<file path="config.mk">
export PLATFORM = sky130hd
export DESIGN_NAME = shift_issue_buffer
export DESIGN_NICKNAME = d
export VERILOG_FILES = /design/src/rtl/shift_issue_buffer.sv
export SDC_FILE = /design/constraint.sdc
export NUM_CORES = 1
export LEC_CHECK = 0
export CAP_MARGIN = 20
export CORE_MARGIN = 4
export CORE_UTILIZATION = 40
export DETAILED_ROUTE_END_ITERATION = 10
export MAX_ROUTING_LAYER = met4
export PLACE_DENSITY = 0.69
export SLEW_MARGIN = 10
export SYNTH_ARGS = -nofsm -noshare
export SYNTH_HDL_FRONTEND = slang
export SYNTH_SLANG_ARGS = --single-unit
</file>
<file path="constraint.sdc">
create_clock -name clk -period 1.4 [get_ports clk]
set_input_delay 0.21 -clock clk [delete_from_list [all_inputs] [get_ports clk]]
set_output_delay 0.21 -clock clk [all_outputs]
set_load 0.03 [all_outputs]
</file>
<file path="src/rtl/shift_issue_buffer.sv">
// Two-entry skid buffer between decode and the 16-bit barrel shifter.
// Decodes SLL/SRA into the shifter mode bit and presents the head entry as registered outputs.
module shift_issue_buffer #(
  parameter int unsigned DATA_W  = 16,
  parameter logic [3:0]  OPC_SLL = 4'b0100,
  parameter logic [3:0]  OPC_SRA = 4'b0101
) (
  input  logic              clk,
  input  logic              rst_n,
  input  logic              in_valid,
  output logic              in_ready,
  input  logic [3:0]        in_opcode,
  input  logic [DATA_W-1:0] in_data,
  input  logic [3:0]        in_imm,
  input  logic              flush,
  output logic              out_valid,
  input  logic              out_ready,
  output logic [DATA_W-1:0] Shift_In,
  output logic [3:0]        Shift_Val,
  output logic              Mode,
  output logic [3:0]        out_opcode
);

  typedef struct packed {
    logic [3:0]        opcode;
    logic [DATA_W-1:0] data;
    logic [3:0]        amt;
    logic              mode;
  } entry_t;

  entry_t     head_q, head_d;
  entry_t     tail_q, tail_d;
  entry_t     in_entry;
  logic [1:0] count_q, count_d;
  logic       push, pop;

  // Non-shift opcodes get amt=0 so the shifter passes the operand through unchanged.
  always_comb begin
    in_entry        = '0;
    in_entry.opcode = in_opcode;
    in_entry.data   = in_data;
    if (in_opcode == OPC_SRA) begin
      in_entry.mode = 1'b1;
      in_entry.amt  = in_imm;
    end else if (in_opcode == OPC_SLL) begin
      in_entry.mode = 1'b0;
      in_entry.amt  = in_imm;
    end
  end

  // Ready depends only on the registered count, never on out_ready.
  assign in_ready  = (count_q != 2'd2);
  assign out_valid = (count_q != 2'd0);
  assign push      = in_valid & in_ready;
  assign pop       = out_valid & out_ready;

  always_comb begin
    head_d  = head_q;
    tail_d  = tail_q;
    count_d = count_q;
    if (flush) begin
      count_d = 2'd0;
    end else begin
      unique case (count_q)
        2'd0: begin
          if (push) begin
            head_d  = in_entry;
            count_d = 2'd1;
          end
        end
        2'd1: begin
          if (push && pop) begin
            head_d = in_entry;
          end else if (push) begin
            tail_d  = in_entry;
            count_d = 2'd2;
          end else if (pop) begin
            count_d = 2'd0;
          end
        end
        2'd2: begin
          if (pop) begin
            head_d  = tail_q;
            count_d = 2'd1;
          end
        end
        default: count_d = 2'd0;
      endcase
    end
  end

  always_ff @(posedge clk or negedge rst_n) begin
    if (!rst_n) begin
      head_q  <= '0;
      tail_q  <= '0;
      count_q <= 2'd0;
    end else begin
      head_q  <= head_d;
      tail_q  <= tail_d;
      count_q <= count_d;
    end
  end

  assign Shift_In   = head_q.data;
  assign Shift_Val  = head_q.amt;
  assign Mode       = head_q.mode;
  assign out_opcode = head_q.opcode;

endmodule

</file>
Yosys cells after proc, flatten, opt, wreduce, memory -nomap -nowiden --
Cells that the tools add are included.
Storage, ports and cells: bits in registers 52, output and inout port bits 27, logic and storage cells 45
Cells by class: equality and inequality tests 12, muxes and demuxes 13, bitwise gates (word level) 4, reductions and logical operators 7
Operator list (number):
- 25-bit 2-to-1 mux | 3
- 25-bit case mux with 3 select lines | 1
- 2-bit 2-to-1 mux | 6
- 5-bit 2-to-1 mux | 2
- 3-bit != test (second input constant) | 3
- 4-bit by 3-bit == test with 1-bit output (second input constant) | 2
- 2-bit != test (second input constant) | 4
- 4-bit AND reduction | 2
- 2-bit case mux with 3 select lines | 1
- 5-bit AND reduction | 1
- 4-bit != test (second input constant) | 1
- 3-bit nonzero test | 1
- 1-bit bitwise AND | 2
- 2-bit by 1-bit == test with 1-bit output (second input constant) | 1
- 2-bit == test (second input constant) | 1
- 2-bit zero test | 1
- 1-bit inverter | 2
- 2-bit nonzero test | 1
- 1-bit logical AND | 1

Depth between registers and ports, before layout --
word-level depth 7, gate-level depth with buffers 6, depth with buffers taken out 5

Least setup slack after synthesis --
Ideal clock, no wire load.
kind reg-to-reg, start register count_q[1], end register tail_q[10] (netlist bit), library setup time 0.125 ns, arrival 1.456 ns, setup slack -0.181 ns, stages on the path, launching flop included 6, path buffers 2, period minus slack after synthesis 1.581 ns, cells stage by stage dfrtp_1 -> nor2b_2 -> or3b_1 -> buf_6 -> buf_12 -> mux2_4
Between the ends: longest elaborated chain between the ends 5, elaborated cells on any way between the ends 8, those cells by class eq/ne: 2; bitwise: 3; reduce/logical: 3
Ends and longest elaborated chain:
- start, declared | RTL line 34 | logic [1:0] count_q, count_d;
- start signal, assigned | RTL line 100 | count_q <= count_d;
- 2-bit != test / 2-bit nonzero test (equally long branches) | RTL line 52, 53
- 1-bit bitwise AND, on equally long branches | RTL line 54, 55
- 1-bit logical AND | RTL line 72 | if (push && pop) begin
- 1-bit inverter (no source line)
- 4-bit AND reduction (no source line) (*)
- end signal, assigned | RTL line 99 | tail_q <= tail_d;
- end, declared | RTL line 32 | entry_t tail_q, tail_d;
Every way passes the cells marked *; elsewhere a longest branch is shown, timed or not. A chain may end at the register's enable or synchronous reset.

Worst setup path in the final report --
start register count_q[1], end register tail_q[17] (netlist bit)
Same word-level chain as after synthesis.

==> metrics <==
arrival time worst endpoint roughly 1800 ps; first-pass GRT wire length approximately 8700 um; Sequential Power Share 48.3%; Synth Area in Compound Gates 3.63%; failing checks negative setup slack; P&R area growth vs syn 41.9%; clock power share a little over a fifth; initial antenna violation count 0; initial core utilization 41.0%; PnR worst setup slack -180 ps; CP startpoint kind flip-flop; First DRT Iteration DRCs between 90 and 100; Crit. Startpoint count_q[1]; VDD IR max about 560 uV; via count of the first global-routing pass between 1500 and 2000; clk sinks 52; met3 wire length ~210 um; maximum clock rate 633 MHz; GPL Wtd Cong roughly 0.8; WS Path Type reg -> reg; DRC 0; Final setup viols 47; nets@finish slightly above 300; Ports 56; flop2flop setup slack -180 ps; Syn Nets 238; cell taking the most area after synthesis dfrtp_1; Vias/cell between 4 and 5; switch share approximately 30%; area of placed instances approximately 0.0032 mm^2; num rows 28; # diodes 0; cells after synthesis about 210; Seq/Total Area, Yosys 54.0%; main combinational cell family by area after synthesis multiplexers; Overflow after GRT 0; number of buffers and inverters on the critical path 1; final hold vios 0; CP Max Fanout 16; static leakage about 1.7 nW; port bufs between 50 and 60; Yosys warnings 0; top layer in use met4; DRT Wirelength between 5000 and 6000 um; main flop type after synthesis dfrtp_1; setup repair after global routing missed its margin yes; Synth Area in XOR/XNOR 0%; core area 0.00589 mm^2; family with the most delay on the worst path simple AND/OR/NAND/NOR gates; clock buffer count from CTS 5; Max Clock Skew ~7.1 ps; outcome finished, violations left; root buffer cell clkbuf_8; synth top area cells dfrtp_1 54%, mux2_2 12%, nand2_1 12%; max-slew violations 0; CP required roughly 1600 ps; wire length per cell approximately 14 um; fin area 0.00342 mm^2; Critical Path Max Stage Delay approximately 440 ps; total number of vias about 1700; Die Wd between 80 and 90 um; syn avg cell area between 10 and 15 um^2; Worst Tran Pin Value roughly 310 ps; synth unique cells 23; most frequent cell after synthesis nand2_1; Internal Dissipation a little under 3 mW; Adder-Cell Fraction of Synth Area 0%; Clock Latency Late Sink about 300 ps; EDFF count, synth 0; switching pwr approximately 1.2 mW; Crit. End Element flip-flop; slew margin rel. 79.5%; worst r2r dst tail_q[17]; capture point of the critical path tail_q[17]; Die Ht between 80 and 90 um; GRT Resource Usage Total around 16%; fin util ~58%; WL met1 about 2400 um; DRT antenna net count 0; mux cell area share after synthesis about a quarter; critical path cell sequence nor2b_2 > or3b_4 > buf_12 > mux2_4; WP depth 4; metal2 WL 2510 um; Seq cells post-synth 52; Post-synth ARST share 100%; Tmin final ~1600 ps; First-pass DRT Iterations 4; clk slew on worst S/H paths 90 ps; cells on worst reg2reg path 4; worst r2r src count_q[1]; fillcell total 511; cell area after synthesis between 0.002 and 0.0025 mm^2; Yosys top cell area share 54.0%; critical path's slowest cell or3b_4; largest net degree at the start of global routing 53; Min-Delay Path Class in -> async; die area 0.00733 mm^2; CTS tree done; H-tree depth 2; layout cells sized above 1 between 30% and 40%; power share of the combinational group a little under a third; Max Cap Violations 0; Final Cycle Share 113%; setup TNS -6850 ps; power per cell area 1210 mW/mm^2; top cells by count, synth 77 x nand2_1, 52 x dfrtp_1, 26 x mux2_2; simple-gate share of the synthesized area roughly 15%; final HPWL from detailed placement ~3500 um; clk buf depth 2
==> worst min path at each step <==
| stage | endpoint | startpoint | cells after the start | slack [ps] |
|---|---|---|---|---|
| 6_report | Shift_In[2] | rst_n | 3 | 430 |
| 5_1_grt | Shift_In[5] | rst_n | 3 | 460 |
| 4_1_cts | Shift_In[5] | rst_n | 3 | 440 |
| 3_5_place_dp | Shift_In[4] | rst_n | 2 | 240 |
| 3_3_place_gp | Shift_In[4] | rst_n | 2 | 220 |
| 2_1_floorplan | Mode | rst_n | 0 | -90 |
==> registers in the layout, indices dropped and copies added, names as in the netlist <==
signal and count:
tail_q 25, Shift_In 16, Shift_Val 4, out_opcode 4, count_q 2, Mode 1
==> layer usage <==
metal,track usage [%],vias up
met1,20.8,817
met4,4.75,0
met3,2.40,2
met5,-,-
li1,-,831
met2,24.6,41
==> layout by cell type (no fill, tap or decap), drive strengths merged <==
cell type	synthesis	routed
clkdlybuf4s50	0	27
nand2b	1	1
o31ai	1	1
nand3b	1	1
inv	1	1
o21a	1	1
dlygate4sd2	0	25
clkbuf	6	6
mux2	45	45
o22a	1	1
a21oi	2	2
clkinvlp	0	2
nor2b	2	2
dfrtp	52	52
or2	1	1
o21ai	10	10
nor2	1	1
dlygate4sd3	0	1
nand2	77	77
nor3b	1	1
or3b	1	1
buf	5	24
==> logic make-up (layout without fill, tap and decap cells) <==
logic type      count (synthesis)  count (layout)
simple gates                   85              85
flops                          52              52
mux                            45              45
compound gates                 15              15
buf+inv                        12              86
==> tightest hold or removal path, delay by kind of cell <==
family | cells | cell delay, ps
buffers and inverters | 3 | 910
==> through the flow <==
stage | hold slack, ps | instances | worst slack, ps | total power, mW
2_1_floorplan | -85.6 | 209 | -181 | 2.81
3_3_place_gp | 222 | 345 | -536 | 3.30
3_5_place_dp | 236 | 345 | -572 | 3.34
4_1_cts | 438 | 358 | -194 | 4.18
5_1_grt | 465 | 358 | -228 | 4.36
6_report | 433 | 358 | -180 | 4.13
==> final cells by class <==
type	instances	area, um^2	area share [%]
flip-flops and latches	52	1300	38.1
multi-input cells	145	1150	33.7
repair buffers	77	769	22.5
well taps	75	93.8	2.74
clock buffers	6	82.6	2.41
clock inverters	2	15.0	0.439
inverters	1	3.75	0.110
==> power by group through the flow <==
stage	Clock [mW]	Combinational, mW	Sequential (mW)
2_1_floorplan	0	0.555	2.25
3_3_place_gp	0	1.29	2.01
3_5_place_dp	0	1.32	2.02
4_1_cts	0.924	1.26	1.99
5_1_grt	0.989	1.33	2.03
6_report	0.882	1.25	2.00
==> timing repair <==
action,in CTS,in global routing
hold buffers,1,0
hold endpoints to repair,52,0
gates cloned,1,0
buffers inserted,3,0
endpoints found under the setup margin,78,52
gates resized for setup,48,12
pin swaps,0,0
No activity file was read; power rests on OpenSTA's default activity.
